<file path="config.mk">
export PLATFORM = sky130hd
export DESIGN_NAME = add_serial_seq
export DESIGN_NICKNAME = d
export VERILOG_FILES = /design/src/rtl/add_serial_seq.sv
export SDC_FILE = /design/constraint.sdc
export NUM_CORES = 1
export LEC_CHECK = 0
export CORE_MARGIN = 2
export CORE_UTILIZATION = 30
export DETAILED_ROUTE_END_ITERATION = 10
export PLACE_DENSITY = 0.63
export SYNTH_ARGS = -nofsm -noshare
export SYNTH_HDL_FRONTEND = slang
export SYNTH_SLANG_ARGS = --single-unit
</file>
<file path="constraint.sdc">
create_clock -name clk -period 3.13 [get_ports clk]
set_input_delay 0.7825 -clock clk [delete_from_list [all_inputs] [get_ports clk]]
set_output_delay 0.7825 -clock clk [all_outputs]
set_load 0.03 [all_outputs]
</file>
<file path="src/rtl/add_serial_seq.sv">
// add_serial_seq: sequences operand pairs through an external multi-cycle serial adder
// and holds each captured sum behind a valid/ready result interface.
`default_nettype none

module add_serial_seq #(
  parameter int ADD_CYCLES = 8,
  parameter int WIDTH      = 8
) (
  input  logic             clk,
  input  logic             rst,
  input  logic             in_valid,
  output logic             in_ready,
  input  logic [WIDTH-1:0] in_a,
  input  logic [WIDTH-1:0] in_b,
  output logic             add_en,
  output logic [WIDTH-1:0] add_a,
  output logic [WIDTH-1:0] add_b,
  input  logic [WIDTH-1:0] add_out,
  output logic             res_valid,
  input  logic             res_ready,
  output logic [WIDTH-1:0] res_sum,
  output logic             busy
);

  localparam int CW = (ADD_CYCLES > 1) ? $clog2(ADD_CYCLES) : 1;
  localparam logic [CW-1:0] LAST = CW'(ADD_CYCLES - 1);

  typedef enum logic [2:0] {
    IDLE    = 3'd0,
    LAUNCH  = 3'd1,
    RUN     = 3'd2,
    CAPTURE = 3'd3,
    RELEASE = 3'd4
  } state_t;

  state_t           state, state_nxt;
  logic [CW-1:0]    cnt, cnt_nxt;
  logic [WIDTH-1:0] op_a, op_b, sum_q;
  logic             valid_q;
  logic             load;

  always_ff @(posedge clk or negedge rst) begin
    if (!rst) begin
      state <= IDLE;
      cnt   <= '0;
    end else begin
      state <= state_nxt;
      cnt   <= cnt_nxt;
    end
  end

  always_comb begin
    state_nxt = state;
    cnt_nxt   = cnt;
    load      = 1'b0;
    case (state)
      IDLE: begin
        if (in_valid) state_nxt = LAUNCH;
      end
      LAUNCH: begin
        cnt_nxt   = '0;
        state_nxt = RUN;
      end
      RUN: begin
        // Counter parks at LAST instead of wrapping while we leave RUN.
        if (cnt == LAST) state_nxt = CAPTURE;
        else             cnt_nxt   = cnt + 1'b1;
      end
      CAPTURE: begin
        if (!valid_q || res_ready) begin
          load      = 1'b1;
          state_nxt = RELEASE;
        end
      end
      RELEASE: state_nxt = IDLE;
      default: state_nxt = IDLE;
    endcase
  end

  always_ff @(posedge clk or negedge rst) begin
    if (!rst) begin
      op_a <= '0;
      op_b <= '0;
    end else if (state == IDLE && in_valid) begin
      op_a <= in_a;
      op_b <= in_b;
    end
  end

  // A capture load in the same cycle as a consume keeps the result valid.
  always_ff @(posedge clk or negedge rst) begin
    if (!rst) begin
      sum_q   <= '0;
      valid_q <= 1'b0;
    end else if (load) begin
      sum_q   <= add_out;
      valid_q <= 1'b1;
    end else if (valid_q && res_ready) begin
      valid_q <= 1'b0;
    end
  end

  assign in_ready  = (state == IDLE);
  assign busy      = (state != IDLE);
  assign add_en    = (state == LAUNCH) || (state == RELEASE);
  assign add_a     = op_a;
  assign add_b     = op_b;
  assign res_sum   = sum_q;
  assign res_valid = valid_q;

endmodule

`default_nettype wire

</file>
==> qor.csv <==
metric,value,unit
start_kind,register,
netlist_area,1350,sq um
drive_above_1_share,22.5,%
clk_pin_slew,0.06,ns
core,4320,sq um
dr.pass1.iters,2,
synthMuxAreaShare,24.3,%
hold_buffers,0,
synth_cell_types,25,
cts_buffers,5,
synth_compound_area_share,4.46,%
fill_cells,387,
ctsHtreeMaxLevel,2,
grt_pass1_vias,1057,
fin_skew,0.00416,ns
leakage,0.873,nW
hpwlAfterDp,2070,microns
slew_headroom,75.0,%
worstSetupPathType,register to output pin,
timing.final.crit_share,86.0,%
p_per_area,1200,nW/um^2
final_cell_mix,"55 x clkdlybuf4s50_1, 31 x dfrtp_1, 14 x mux2_2",
io_buffer_count,55,
final_util,47.1,%
grt_pass1_wl,4580,microns
row_count,24,
drtAntennaViolNets,0,
irDropWorstVdd,0.529,mV
synth-xor-area-share,0.651,%
syn_inst,91,
die_y,71.0,microns
cts_tree,yes,
wl_per_cell,13.6,microns
cts_resized,0,
ys_seq_area_share,57.6,%
clock_latency,0.27,ns
diodes,0,
nets,181,
maxCapViolCount,0,
clk_path_buf_depth,2,
drt_iter0_drc,31,
rsz0062_at_grt,false,
finalHoldViolCount,0,
drc,0,
wirelength,2760,microns
synth_nets,121,
finalMaxSlewViolations,0,
reg2reg_slack,1.53,ns
min_period,2.69,ns
ys_top_cells_by_area,"dfrtp_1 58%, mux2_2 12%, mux2_4 11%, ha_1 1.9%, nor4b_4 1.8%",
cts_setup_buffers,0,
status,"complete, no violations",
hp-class,register to register,
multi_input_comb_area,498,sq um
vias,916,
yosys.area.top_type_share,57.6,%
grt_overflow,0,
gp_congestion,0.683,
endpoint_kind,output pin,
fin_area,2040,sq um
ys_warn_count,0,
cts-root-buf,clkbuf_8,
worstPathArrival,1.91,ns
die_width,71.0,microns
critPathRequiredTime,2.35,ns
synthAdderAreaFrac,1.86,%
ys_ff_latch,31,
final_common_cell,clkdlybuf4s50_1,
io_pins,56,
synth_top_cell_by_area,dfrtp_1,
track_usage,11.7,%
fmax,0.372,GHz
vias_per_cell,4.51,
setup_violations,0,
worst_slew_pin_slew,0.375,ns
synthSimpleGateAreaFrac,5.67,%
antenna_found_initial,0,
dieArea,5040,sq um
synth_top_family_by_area,multiplexers,
seq_area,776,sq um
start_util,31.1,%
avgSynthCellArea,14.8,sq um
area_growth,51.3,%
grt_max_degree,32,
crit_fanout,9,
clock_sinks,31,
final.setup.tns,0,ns
place_area,1930,sq um
==> where the power goes <==
part / leakage (nW) / switching, mW / internal (mW)
clock network: 0.0513 / 0.132 / 0.233
logic: 0.452 / 0.660 / 0.651
registers: 0.370 / 0.156 / 0.604
total: 0.873 / 0.947 / 1.49
==> area by class of cell <==
cell class / count / share of cell area [%]
multi-input combinational: 49 / 24.4
tap: 52 / 3.19
clock buffer: 6 / 3.56
timing repair buffer: 58 / 28.1
clock inverter: 1 / 1.47
sequential: 31 / 38.1
inverter: 6 / 1.11
==> logic make-up (layout without fill, tap and decap cells) <==
family	Yosys count	after routing
flops	31	31
simple gates	11	11
mux	26	26
fa+ha+maj	2	2
xor+xnor	1	1
buf+inv	11	71
compound gates	9	9
==> synthesized netlist by cell type <==
cell type	number
a211oi_1	1
a21oi_1	1
a32oi_1	2
and2_1	1
buf_2	1
buf_4	1
buf_6	2
buf_8	1
dfrtp_1	31
ha_1	2
inv_1	6
mux2_2	14
mux2_4	10
mux2i_1	2
nand2_1	1
nand2b_1	2
nor2_1	3
nor3_1	1
nor3b_1	1
nor4b_4	1
o21ai_0	3
o22a_1	1
o22ai_1	1
or3_1	1
xnor2_1	1
==> per-stage QoR <==
step                setup WS (ns)  total power [mW]  std cells  hold WS (ns)
floorplan                    1.07              1.60         91         0.486
global placement            0.755              2.05        196         0.491
detailed placement          0.726              2.08        196         0.497
CTS                         0.421              2.47        203         0.514
global route                0.358              2.58        203         0.534
finish                      0.438              2.44        203         0.507
==> state kept, by name, indices dropped and copies added, names as in the netlist <==
register	cells
state	3
add_a	8
res_valid	1
add_b	8
cnt	3
res_sum	8
==> critical path: stages, from the launching register on <==
cell	delay, ns
dfrtp_1	0.49
or3_1	0.43
inv_1	0.06
clkdlybuf4s50_1	0.65
==> worst paths after layout <==
| kind | cells past startpoint | startpoint | to |
|---|---|---|---|
| max in group asynchronous | 2 | rst | cnt[1] |
| setup / recovery | 3 | state[2] | in_ready |
| hold / removal | 1 | add_b[3] | add_b[3] |
| setup reg to reg | 3 | state[2] | add_b[2] |
| hold reg to reg | 1 | add_b[3] | add_b[3] |
| min in group asynchronous | 2 | rst | add_a[0] |
==> per-layer routing <==
| layer | wire [microns] | up-vias | part of all wire, % | track usage (%) |
|---|---|---|---|---|
| met5 | 0 | - | 0 | 0 |
| met4 | 29 | 0 | 1.0 | 3.98 |
| met3 | 270 | 4 | 9.8 | 7.26 |
| met2 | 1330 | 41 | 48 | 18.1 |
| met1 | 1140 | 441 | 41 | 13.4 |
| li1 | - | 430 | - | - |
Note: power is estimated with default switching activity, not from simulation.
